File: config.mk
export PLATFORM = sky130hd
export DESIGN_NAME = pkt_rr_arb_flat
export DESIGN_NICKNAME = d
export VERILOG_FILES = /design/src/rtl/pkt_rr_arb_if.sv /design/src/rtl/pkt_rr_arb.sv /design/src/flat_wrapper.sv
export SDC_FILE = /design/constraint.sdc
export NUM_CORES = 1
export LEC_CHECK = 0
export ABC_AREA = 1
export CAP_MARGIN = 30
export CORE_MARGIN = 2
export CORE_UTILIZATION = 59
export DETAILED_ROUTE_END_ITERATION = 10
export HOLD_SLACK_MARGIN = 0.02
export PLACE_DENSITY = 0.88
export RECOVER_POWER = 25
export SLEW_MARGIN = 40
export SYNTH_ARGS = -nofsm -noshare
export SYNTH_HDL_FRONTEND = slang
export SYNTH_SLANG_ARGS = --single-unit
File: constraint.sdc
create_clock -name clk -period 10.9 [get_ports clk]
set_input_delay 1.635 -clock clk [delete_from_list [all_inputs] [get_ports clk]]
set_output_delay 1.635 -clock clk [all_outputs]
set_load 0.02 [all_outputs]
File: src/rtl/pkt_rr_arb_if.sv
// Handshake bundle between the router input side and one pkt_rr_arb output port.
// The master side owns the requests and credit returns; the slave side (arbiter)
// owns grant, credit state and status.
// Build option: ARB_STAT_EN adds the per-port packet grant counters (gcnt).
interface pkt_rr_arb_if #(
   parameter int NPORT = 5,
   parameter int CW    = 3
);
   logic [NPORT-1:0] req;
   logic [NPORT-1:0] req_head;
   logic [NPORT-1:0] req_tail;
   logic             credit_in;
   logic [NPORT-1:0] grt;
   logic             fwd;
   logic [CW-1:0]    credit;
   logic             locked;
   logic             cred_err;
`ifdef ARB_STAT_EN
   logic [16*NPORT-1:0] gcnt;

   modport master (
      output req, req_head, req_tail, credit_in,
      input  grt, fwd, credit, locked, cred_err, gcnt
   );
   modport slave (
      input  req, req_head, req_tail, credit_in,
      output grt, fwd, credit, locked, cred_err, gcnt
   );
`else
   modport master (
      output req, req_head, req_tail, credit_in,
      input  grt, fwd, credit, locked, cred_err
   );
   modport slave (
      input  req, req_head, req_tail, credit_in,
      output grt, fwd, credit, locked, cred_err
   );
`endif
endinterface

File: src/rtl/pkt_rr_arb.sv
// Per-output-port packet arbiter: round-robin among head flits, then holds the
// output for the winning input until its tail flit crosses. Every transfer is
// gated on downstream credit; the grant is combinational so a flit moves in the
// same cycle it is granted.
// Build option: ARB_STAT_EN adds saturating 16-bit packet counters per port.
module pkt_rr_arb #(
   parameter int NPORT = 5,
   parameter int DEPTH = 4,
   parameter int CW    = 3
) (
   input  logic          clk,
   input  logic          rst_,
   pkt_rr_arb_if.slave   bus
);
   localparam int PW = (NPORT > 1) ? $clog2(NPORT) : 1;

   typedef enum logic {IDLE, LOCK} state_t;

   state_t           r_state;
   logic [PW-1:0]    r_ptr;
   logic [PW-1:0]    r_owner;
   logic [CW-1:0]    r_credit;
   logic             r_cred_err;

   logic [NPORT-1:0] w_elig;
   logic [NPORT-1:0] w_grt;
   logic [PW-1:0]    w_cand [NPORT];
   logic [PW-1:0]    w_win;
   logic             w_any;
   logic             w_has_credit;
   logic             w_fwd;

   // Next port after v, wrapping NPORT-1 back to 0.
   function automatic logic [PW-1:0] inc_mod(input logic [PW-1:0] v);
      if (v == PW'(NPORT - 1))
         return '0;
      else
         return v + PW'(1);
   endfunction

   assign w_elig       = bus.req & bus.req_head;
   assign w_has_credit = (r_credit != '0);

   // Candidate k of the scan is port (ptr + k) mod NPORT.
   for (genvar gi = 0; gi < NPORT; gi++) begin : g_cand
      logic [PW:0] w_sum;
      assign w_sum       = {1'b0, r_ptr} + (PW+1)'(gi);
      assign w_cand[gi]  = (w_sum >= (PW+1)'(NPORT)) ? PW'(w_sum - (PW+1)'(NPORT))
                                                      : w_sum[PW-1:0];
   end

   // Pick the first eligible head starting at ptr; scanning backwards lets the
   // closest candidate overwrite the farther ones.
   always_comb begin
      w_win = '0;
      w_any = 1'b0;
      for (int k = NPORT - 1; k >= 0; k--) begin
         if (w_elig[w_cand[k]]) begin
            w_win = w_cand[k];
            w_any = 1'b1;
         end
      end
   end

   // Grant: round-robin winner in IDLE, only the owner in LOCK, nothing without credit.
   always_comb begin
      w_grt = '0;
      if (w_has_credit) begin
         if (r_state == IDLE) begin
            if (w_any)
               w_grt[w_win] = 1'b1;
         end else begin
            w_grt[r_owner] = bus.req[r_owner];
         end
      end
   end

   assign w_fwd = |w_grt;

   // Packet state: a head-only winner takes the lock; the pointer moves past a
   // port once its packet has completely crossed.
   always_ff @(posedge clk) begin
      if (rst_) begin
         r_state <= IDLE;
         r_ptr   <= '0;
         r_owner <= '0;
      end else if (r_state == IDLE) begin
         if (w_fwd) begin
            if (bus.req_tail[w_win]) begin
               r_ptr <= inc_mod(w_win);
            end else begin
               r_state <= LOCK;
               r_owner <= w_win;
            end
         end
      end else begin
         if (w_fwd && bus.req_tail[r_owner]) begin
            r_state <= IDLE;
            r_ptr   <= inc_mod(r_owner);
         end
      end
   end

   // Downstream credit: spend on transfer, refill on credit_in, saturate at DEPTH
   // and remember any overflow attempt until reset.
   always_ff @(posedge clk) begin
      if (rst_) begin
         r_credit   <= CW'(DEPTH);
         r_cred_err <= 1'b0;
      end else if (w_fwd && !bus.credit_in) begin
         r_credit <= r_credit - CW'(1);
      end else if (bus.credit_in && !w_fwd) begin
         if (r_credit == CW'(DEPTH))
            r_cred_err <= 1'b1;
         else
            r_credit <= r_credit + CW'(1);
      end
   end

   assign bus.grt      = w_grt;
   assign bus.fwd      = w_fwd;
   assign bus.credit   = r_credit;
   assign bus.locked   = (r_state == LOCK);
   assign bus.cred_err = r_cred_err;

`ifdef ARB_STAT_EN
   logic [15:0]         r_gcnt [NPORT];
   logic [16*NPORT-1:0] w_gcnt;

   // Only IDLE grants are head transfers, so they count whole packets.
   for (genvar gi = 0; gi < NPORT; gi++) begin : g_stat
      always_ff @(posedge clk) begin
         if (rst_)
            r_gcnt[gi] <= '0;
         else if ((r_state == IDLE) && w_grt[gi] && (r_gcnt[gi] != 16'hFFFF))
            r_gcnt[gi] <= r_gcnt[gi] + 16'd1;
      end
   end

   // Flatten the counters onto the status bus.
   always_comb begin
      w_gcnt = '0;
      for (int k = 0; k < NPORT; k++)
         w_gcnt[16*k +: 16] = r_gcnt[k];
   end

   assign bus.gcnt = w_gcnt;
`endif
endmodule

File: src/flat_wrapper.sv
// flat-port wrapper written by rule: the top's interface ports become plain ports
module pkt_rr_arb_flat 
#(
   parameter int NPORT = 5,
   parameter int DEPTH = 4,
   parameter int CW    = 3
)
  (clk, rst_, bus_req, bus_req_head, bus_req_tail, bus_credit_in, bus_grt, bus_fwd, bus_credit, bus_locked, bus_cred_err);
  pkt_rr_arb_if #(.NPORT(NPORT), .CW(CW)) bus_i ();
  input  logic clk;
  input  logic rst_;
  input wire logic [$bits(bus_i.req)-1:0] bus_req;
  input wire logic [$bits(bus_i.req_head)-1:0] bus_req_head;
  input wire logic [$bits(bus_i.req_tail)-1:0] bus_req_tail;
  input wire logic [$bits(bus_i.credit_in)-1:0] bus_credit_in;
  output wire logic [$bits(bus_i.grt)-1:0] bus_grt;
  output wire logic [$bits(bus_i.fwd)-1:0] bus_fwd;
  output wire logic [$bits(bus_i.credit)-1:0] bus_credit;
  output wire logic [$bits(bus_i.locked)-1:0] bus_locked;
  output wire logic [$bits(bus_i.cred_err)-1:0] bus_cred_err;
  assign bus_i.req = bus_req;
  assign bus_i.req_head = bus_req_head;
  assign bus_i.req_tail = bus_req_tail;
  assign bus_i.credit_in = bus_credit_in;
  assign bus_grt = bus_i.grt;
  assign bus_fwd = bus_i.fwd;
  assign bus_credit = bus_i.credit;
  assign bus_locked = bus_i.locked;
  assign bus_cred_err = bus_i.cred_err;
  pkt_rr_arb #(.NPORT(NPORT), .DEPTH(DEPTH), .CW(CW)) u_core (.clk(clk), .rst_(rst_), .bus(bus_i));
endmodule
# Yosys cells after proc, flatten, opt, wreduce, memory -nomap -nowiden
# Index checks and enable logic that the tools add are counted.
dict set report op_classes {
  addsub 13
  n_mux 51
  div_mod_pow 0
  eq_ne 5
  reduce_logical 16
  bitwise_logic 5
  n_mul 0
  order_cmp 14
  n_shift 0
}
# cell count
set ops {}
lappend ops {{$mux W3} 19}
lappend ops {{$lt A3 B4 Y1 const B} 7}
lappend ops {{$bmux W1 S3} 8}
lappend ops {{$mux W1} 19}
lappend ops {{$ge A4 B3 Y1 const B} 4}
lappend ops {{$mux W5} 3}
lappend ops {{$sub A3 B3 Y3 const B} 5}
lappend ops {{$and A5 B5 Y5} 2}
lappend ops {{$add A3 B1 Y3 const B} 3}
lappend ops {{$eq A3 B3 Y1 const B} 3}
lappend ops {{$reduce_and A3 Y1} 3}
lappend ops {{$add A3 B2 Y4 const B} 2}
lappend ops {{$demux W1 S3} 2}
lappend ops {{$ge A3 B1 Y1 const B} 2}
lappend ops {{$reduce_bool A2 Y1} 3}
lappend ops {{$logic_and A1 B1 Y1} 5}
lappend ops {{$reduce_or A5 Y1} 1}
lappend ops {{$add A3 B1 Y4 const B} 1}
lappend ops {{$add A3 B3 Y4 const B} 1}
lappend ops {{$ge A3 B3 Y1 const B} 1}
lappend ops {{$not A1 Y1} 3}
lappend ops {{$reduce_bool A3 Y1} 1}
lappend ops {{$sub A3 B1 Y3 const B} 1}
lappend ops {{$logic_not A1 Y1} 2}
lappend ops {{3 further kinds} 3}
dict set report totals {
  ram_bits 0
  register_bits 11
  output_inout_bits 11
  mem_count 0
  latch_bits 0
  romBits 0
  inputBits 18
}

# Longest topological paths before layout
dict set report depth {
  ltp_word 22
  ltp_mapped 31
  depth_no_buf 31
}

# Worst setup path before layout
# Ideal clock, no wire load.
dict set report synth_path {
  path_type {input port to output port}
  startpoint {input port bus_req[2]}
  endpoint {output port bus_fwd}
  arrival_time_ns 3.001
  stages 18
  slack_ns 6.264
  cell_sequence {nand2_1 -> nand3_1 -> nand3_1 -> nand2_1 -> nand2_1 -> nand2_1 -> a21oi_1 -> nand2_1 -> nand2_1 -> nand2_2 -> nand2_4 -> inv_2 -> nand2_1 -> nand2_1 -> nand2_1 -> nand2_1 -> inv_2 -> nand4_4}
}
dict set report synth_via {
  elab_chain_cells 16
  word_cells_on_any_way 33
  cone_classes {2 x order compare; 27 x mux; 2 x bitwise; 2 x reduce/logical}
}
# item line_no
set synth_lines {}
lappend synth_lines {{from (decl)} flat_wrapper.sv:12} ;# input wire logic [$bits(bus_i.req)-1:0] bus_req;
lappend synth_lines {{$and A5 B5 Y5} pkt_rr_arb.sv:41} ;# assign w_elig = bus.req & bus.req_head;
lappend synth_lines {{$bmux W1 S3} pkt_rr_arb.sv:58} ;# if (w_elig[w_cand[k]]) begin
lappend synth_lines {{$mux W1 (not written as such)} pkt_rr_arb.sv:58}
lappend synth_lines {{$mux W3 (5 in a row)} pkt_rr_arb.sv:58}
lappend synth_lines {{$lt A3 B4 Y1 (not written as such) / $ge A3 B1 Y1 (equally long branches)} pkt_rr_arb.sv:71} ;# w_grt[w_win] = 1'b1;
lappend synth_lines {{$logic_and A1 B1 Y1 (not written as such)} pkt_rr_arb.sv:71}
lappend synth_lines {{$mux W1 (not written as such)} pkt_rr_arb.sv:71}
lappend synth_lines {{$demux W1 S3} n/a}
lappend synth_lines {{$mux W5} pkt_rr_arb.sv:70} ;# if (w_any)
lappend synth_lines {{$mux W5 (*)} pkt_rr_arb.sv:69} ;# if (r_state == IDLE) begin
lappend synth_lines {{$mux W5 (*)} pkt_rr_arb.sv:68} ;# if (w_has_credit) begin
lappend synth_lines {{$reduce_or A5 Y1 (*)} pkt_rr_arb.sv:78} ;# assign w_fwd = |w_grt;
lappend synth_lines {{to (decl)} flat_wrapper.sv:17} ;# output wire logic [$bits(bus_i.fwd)-1:0] bus_fwd;
# Mark *: on every way between the ends. The rest lies on a longest branch, timed or not. The select of a mux whose other input is x is not followed.

# Worst setup path in the final report
dict set report layout_path {
  startpoint {input port bus_req[3]}
  endpoint {output port bus_fwd}
}
# Same word-level chain as after synthesis.

==> flow_results.org <==
** Run status
- Result of the run :: finished clean

** Setup path
- Launching instance or port of the critical path :: bus_req[3]
- Cells on worst reg2reg path :: 30
- Worst EP arrival :: 4.37 ns
- Worst setup path endpoint :: bus_fwd
- Of all nets on the critical path, the largest fanout is 9.
- R2r setup slk :: 6.49 ns
- Capture instance of the worst register-to-register path :: u_core.bus.credit[2]
- The startpoint identified for the worst register-to-register timing path is u_core.r_ptr[0].
- Critical Path Sink Type :: primary output
- Kind of launch point of the worst setup path :: primary input
- Critical path class :: primary input to primary output
- Required time at the worst-slack endpoint :: 9.27 ns

** Synthesis
- The portion of synthesized area spent on multiplexers is 0%.
- After synthesis, the largest family of logic cells by area is simple AND/OR/NAND/NOR gates.
- Commonest cells in the synthesized netlist :: sky130_fd_sc_hd__nand2_1, sky130_fd_sc_hd__inv_1, sky130_fd_sc_hd__nand3_1
- Post-Synthesis Net Count :: 378
- sky130_fd_sc_hd__nand2_1 takes more of the synthesized area than any other cell.
- The synthesized design contains 11 register bits.
- Async SR Flop Fraction :: 0%
- Summing the sequential cell areas from Yosys gives 11.5% of the chip area.
- Area fraction in compound gates after synthesis :: 12.1%
- Yosys mapped a number of flops with a built-in enable equal to 0.
- By area the synthesized netlist is led by sky130_fd_sc_hd__nand2_1, sky130_fd_sc_hd__dfxtp_1, sky130_fd_sc_hd__nand3_1, sky130_fd_sc_hd__inv_1, sky130_fd_sc_hd__ha_1.
- After Yosys synthesis, XOR and XNOR cells account for 0.459% of the synthesized area.
- Syn Std Cell Area :: 0.00191 sq mm
- The cell count after synthesis came out at 345.
- Synth top area share :: 22.2%
- Synthesized area divided by synthesized cell count :: 5.53 sq um
- The Yosys step of the flow raised 0 warnings.
- Summing the areas of all and, or, nand and nor instances in the mapped netlist gives 52.6% of the synthesized area.
- Ys flop type :: sky130_fd_sc_hd__dfxtp_1
- Counting distinct cell types in the post-synthesis netlist gives 40.
- Adder-cell share of the synthesized area :: 10.6%
- Cell with the most instances after synthesis :: sky130_fd_sc_hd__nand2_1

** Finish
- Counting the fill cells in the layout gives 296.
- Inserted Diodes :: 0
- Area of combinational cells with multiple inputs :: 0.00145 sq mm
- From synthesis to final layout, the design area changed by 17.5%.
- Share of layout cells above drive strength 1 :: 10.5%
- Combined flip-flop and latch cell area :: 220 sq um
- The final layout contains 407 nets.

** Floorplanning
- Once the floorplan was initialized, standard cells occupied 62.0% of the core.
- The die covers 0.00371 sq mm.
- Row generation in the floorplan step produced 20 rows.
- In this run the vertical extent of the chip is 60.9 um.
- The region available for standard cell placement spans 0.00308 sq mm.
- From left edge to right edge, the die measures 60.9 um.
- Pin placement for this block handled 29 I/O pins.

** STA
- For the final routed database, the setup TNS stands at 0 ns.
- After layout, the worst path uses 55.1% of the clock period.
- The worst path in the final design needs a cycle of 6.01 ns, including I/O delays and setup.
- Worst setup skew after layout :: 0.00211 ns
- Setup repair after global routing left no endpoint under its margin.
- The final number of hold-violating endpoints came to 0.
- The number of max-slew violations in the final report was 0.
- Slew @ Worst Pin :: 0.519 ns
- Highest attainable clock frequency :: 0.167 GHz
- The worst pin sits at a relative slew slack of 65.4%.
- Setup violations remaining at the end of the flow were counted as 0.
- Final critical-path setup slack :: 4.89 ns

** GRT
- Entering global routing, the biggest net connects 15 pins.
- The first global-routing pass estimated 8.47 mm of wire.
- GRT Resource Usage Total :: 29.1%
- After global routing the overflow that remains totals 0.
- Number of global-route vias before repair :: 1991
- Initial antenna violation count :: 0

** CTS
- Clock-pin slew was measured on the worst setup and hold paths at 0.07 ns.
- The tree is rooted in a sky130_fd_sc_hd__clkbuf_4.
- Once the clock tree was built, the resizer swapped 0 gates to a different size.
- TritonCTS built the clock tree.
- Num CTS Buffers :: 3
- For this design, the sink count on the clock tree is 11.
- At the later pin of the worst-skew pair, clock insertion delay measures 0.25 ns.
- Setup Buffers After CTS :: 0
- CTS built an H-tree with a depth of 1.
- The clock passes through at most 2 buffers.
- Buffers inserted to repair hold after CTS numbered 0.

** Placement
- GPL Wtd Cong :: 0.956
- Pre-CTS setup slack :: 4.93 ns
- Detail Placement HPWL :: 3.98 mm
- # port buffers :: 28

** Routing
- After detailed routing, the number of vias per cell comes to 5.37.
- Detailed-route wire length :: 4.88 mm
- Initial drt markers :: 149
- Routed wire length per instance :: 11.7 um
- Number of detailed-routing iterations run before antenna repair :: 5
- Number of routed nets with antenna violations :: 0
- Number of vias in the routed layout :: 2240
- Remaining DRCs :: 0

** Min path
- The min-delay analysis places its worst path in the category flip-flop to flip-flop.

** Run
- Count of maximum capacitance violations :: 0
[critical path, cell delays in order]
cell and delay, ns:
sky130_fd_sc_hd__clkdlybuf4s50_1 0.51, sky130_fd_sc_hd__nand2_1 0.18, sky130_fd_sc_hd__nand2_1 0.11, sky130_fd_sc_hd__nand2_1 0.05, sky130_fd_sc_hd__nand2_1 0.07, sky130_fd_sc_hd__nand3b_2 0.10, sky130_fd_sc_hd__nand2_1 0.11, sky130_fd_sc_hd__inv_1 0.07
sky130_fd_sc_hd__nand2_1 0.06, sky130_fd_sc_hd__nand2_1 0.06, sky130_fd_sc_hd__nand2_1 0.08, sky130_fd_sc_hd__nand2_2 0.08, sky130_fd_sc_hd__nand2_4 0.10, sky130_fd_sc_hd__inv_2 0.06, sky130_fd_sc_hd__nand2_1 0.06, sky130_fd_sc_hd__nand2_1 0.05
sky130_fd_sc_hd__nand2_1 0.10, sky130_fd_sc_hd__nand2_1 0.07, sky130_fd_sc_hd__inv_2 0.06, sky130_fd_sc_hd__nand4_4 0.13, sky130_fd_sc_hd__clkdlybuf4s50_1 0.60
[area by class of cell]
cell class,count,area share (%)
inverters,57,9.65
multi-input cells,273,64.4
flip-flops and latches,11,9.82
clock buffers,4,1.17
repair buffers,28,12.5
well taps,44,2.45
[state kept, by name (all words and copies together) (netlist names)]
signal and flops:
u_core.bus.cred_err 1, u_core.bus.credit 3, u_core.bus.locked 1, u_core.r_owner 3, u_core.r_ptr 3
[through the flow]
| stage | instance area (sq um) | hold WS, ns | std cells | util [%] |
|---|---|---|---|---|
| 2_1_floorplan | 1910 | 0.517 | 345 | - |
| 3_3_place_gp | 2220 | 0.438 | 413 | 72.0 |
| 3_5_place_dp | 2220 | 0.443 | 413 | 72.0 |
| 4_1_cts | 2240 | 0.454 | 417 | 72.9 |
| 5_1_grt | 2240 | 0.487 | 417 | 72.9 |
| 6_report | 2240 | 0.446 | 417 | 72.9 |
[cells by family (layout without fill, tap and decap cells)]
| group | after synthesis | count (layout) |
|---|---|---|
| AOI/OAI and AO/OA | 41 | 41 |
| xor gates and xnor gates | 1 | 1 |
| adders and majority gates | 15 | 15 |
| buffers and inverters | 61 | 89 |
| DFF | 11 | 11 |
| and+or+nand+nor | 216 | 216 |
[cell usage in the layout (no fill, tap or decap), types with 2 or more instances in the layout]
cell / count
sky130_fd_sc_hd__nand3_1: 39
sky130_fd_sc_hd__inv_1: 47
sky130_fd_sc_hd__nor2_4: 2
sky130_fd_sc_hd__nand2_2: 12
sky130_fd_sc_hd__nor2_1: 29
sky130_fd_sc_hd__nand4_1: 8
sky130_fd_sc_hd__o21ai_1: 7
sky130_fd_sc_hd__a21oi_1: 17
sky130_fd_sc_hd__a31oi_1: 2
sky130_fd_sc_hd__nand2_1: 113
sky130_fd_sc_hd__o21ai_0: 7
sky130_fd_sc_hd__dlygate4sd3_1: 5
sky130_fd_sc_hd__clkbuf_4: 3
sky130_fd_sc_hd__nand3_2: 3
sky130_fd_sc_hd__fa_1: 2
sky130_fd_sc_hd__clkdlybuf4s50_1: 23
sky130_fd_sc_hd__a21oi_2: 2
sky130_fd_sc_hd__dfxtp_1: 11
sky130_fd_sc_hd__inv_2: 8
sky130_fd_sc_hd__ha_1: 13
[per-layer routing]
layer / share of wire (%) / vias to the layer above / GRT usage [%]
li1: - / 1161 / -
met1: 47 / 1006 / 42.4
met2: 44 / 71 / 49.0
met3: 8.8 / 2 / 2.13
met4: 0.12 / 0 / 2.17
met5: 0 / - / 0
[how the worst min path moves through the flow]
stage | startpoint | endpoint | depth (start not counted)
after floorplan | u_core.r_owner[1] | u_core.r_owner[1] | 2
after global placement | u_core.bus.cred_err | u_core.bus.cred_err | 2
after detailed placement | u_core.bus.cred_err | u_core.bus.cred_err | 2
after CTS | u_core.bus.cred_err | u_core.bus.cred_err | 2
after global routing | u_core.bus.cred_err | u_core.bus.cred_err | 2
final | u_core.bus.cred_err | u_core.bus.cred_err | 2
Power is not shown: default switching activity piles up to over one toggle a cycle in this logic, so the estimate is an artifact.
==> variant: new RTL, same flow settings <==
`CW` is set to 3 in 3 places; all go to 6.
--- a/src/rtl/pkt_rr_arb_if.sv
+++ b/src/rtl/pkt_rr_arb_if.sv
@@ -4,7 +4,7 @@
 // Build option: ARB_STAT_EN adds the per-port packet grant counters (gcnt).
 interface pkt_rr_arb_if #(
    parameter int NPORT = 5,
-   parameter int CW    = 3
+   parameter int CW    = 6
 );
    logic [NPORT-1:0] req;
    logic [NPORT-1:0] req_head;
--- a/src/rtl/pkt_rr_arb.sv
+++ b/src/rtl/pkt_rr_arb.sv
@@ -6,7 +6,7 @@
 module pkt_rr_arb #(
    parameter int NPORT = 5,
    parameter int DEPTH = 4,
-   parameter int CW    = 3
+   parameter int CW    = 6
 ) (
    input  logic          clk,
    input  logic          rst_,
--- a/src/flat_wrapper.sv
+++ b/src/flat_wrapper.sv
@@ -3,7 +3,7 @@
 #(
    parameter int NPORT = 5,
    parameter int DEPTH = 4,
-   parameter int CW    = 3
+   parameter int CW    = 6
 )
   (clk, rst_, bus_req, bus_req_head, bus_req_tail, bus_credit_in, bus_grt, bus_fwd, bus_credit, bus_locked, bus_cred_err);
   pkt_rr_arb_if #(.NPORT(NPORT), .CW(CW)) bus_i ();
Ports: changed (resized bus_credit); port bits go from 29 to 32. The function was not compared with the original's and may differ.
==> variant against the original RTL <==
- global-route usage decreased by 0.81 points
- cell area increased by 16%
- synthesized area increased by 16%
- wire length increased by 20%
- sequential cell count increased by 3
- sequential share of layout area increased by 0.97 points
- worst setup slack got worse by 0.35 ns
- via count increased by 12%
Power is left out: the tool's default activity adds up to more than one toggle a clock period on the data nets, which glitch-free logic cannot reach.
==> variant: results (changes against the original RTL) <==
Hold Path Class = reg -> reg
Root buffer cell = clkbuf_8
Max-slew headroom = 47.1% (-18 points)
Vias in the first global route = 2,226 (+12%)
DR WL met2 = 2700 um (+25%)
Clock skew = 0.00548 ns (+0.00337 ns)
Global-route wire length before repair = 9670 um (+14%)
Gr usage total = 28.3% (-0.81 points)
FF-to-FF path depth = 31 (+3.3%)
WP data arrival = 4.72 ns (+0.35 ns)
Routability-driven placement congestion ratio = 0.979 (+2.4%)
Port buffer count = 31 (+11%)
Layout cells sized above 1 = 8.72% (-1.7 points)
Routed WL per cell = 12.7 um (+8.8%)
Status = completed
Sequential share of the synthesized area = 12.7% (+1.1 points)
Worst Path Max Fanout = 15 (+6)
Top post-synthesis cells by count = nand2_1, inv_1, nand3_1
Largest net degree at the start of global routing = 16 (+1)
Via count of the routed design = 2,512 (+12%)
Syn Nets = 420 (+11%)
Met1 WL = 2730 um (+20%)
Yosys cell types = 38 (-5.0%)
# nets final = 452 (+11%)
Routed length on met3 = 326 um (-24%)
## variant: cell types whose count changed in the layout (fill, tap and decap cells not counted), moves of 3 or more
cell and delta:
inv_2 -4, nand3_1 +9, xor2_2 +3, dfxtp_1 +3, ha_1 +4, o21ai_1 -7
clkbuf_8 +3, inv_1 +14, clkbuf_4 -3, o21ai_0 +11, o21ai_2 +5, nand2_2 -7
a21oi_1 +4
## variant: worst max-delay path: stages, from the launching register on
cell	delay (ns)
dfxtp_1	0.83
inv_2	0.26
ha_1	0.27
inv_1	0.10
fa_1	0.41
o21ai_0	0.39
inv_1	0.12
nand4_1	0.11
inv_1	0.06
a21oi_2	0.17
nor2_1	0.06
nor2_1	0.08
nand2_1	0.09
a21oi_2	0.30
nand2_1	0.12
a21oi_1	0.22
a21oi_1	0.08
nand3_2	0.14
clkdlybuf4s50_1	0.64
## variant: area by class of cell
cell class / count / area (sq um)
Multi-Input combinational cell: 300 / 1660
Fill cell: 358 / 1040
Timing Repair Buffer: 31 / 310
Sequential cell: 14 / 280
Inverter: 65 / 244
Tap cell: 48 / 60.1
Clock buffer: 3 / 41.3
## variant: through the flow
step	utilization [%]	instances	setup slack, ns	instance area [sq um]
3_5_place_dp	70.4	458	4.80	2560
2_1_floorplan	-	383	5.93	2210
4_1_cts	71.5	461	4.64	2600
3_3_place_gp	70.4	458	4.76	2560
6_report	71.5	461	4.55	2600
5_1_grt	71.5	461	4.28	2600
## variant: worst paths after layout
path	from	end	slack [ns]
setup / recovery	u_core.r_ptr[0]	bus_fwd	4.55
hold / removal	u_core.bus.cred_err	u_core.bus.cred_err	0.50
setup reg to reg	u_core.r_ptr[0]	u_core.bus.credit[5]	5.19
hold reg to reg	u_core.bus.cred_err	u_core.bus.cred_err	0.50
## variant: kinds of logic (layout without fill, tap and decap cells)
group	Yosys count	after routing	share of synthesized area, %
xor+xnor	7	7	3.79
flops	14	14	12.7
compound gates	58	58	16.8
fa+ha+maj	19	19	11.4
simple gates	216	216	43.1
buf+inv	69	99	12.2
## variant: layer usage
| metal | up-vias | track usage [%] |
|---|---|---|
| met5 | - | 0 |
| met2 | 88 | 47.7 |
| li1 | 1290 | - |
| met1 | 1118 | 38.4 |
| met3 | 16 | 2.23 |
| met4 | 0 | 8.33 |
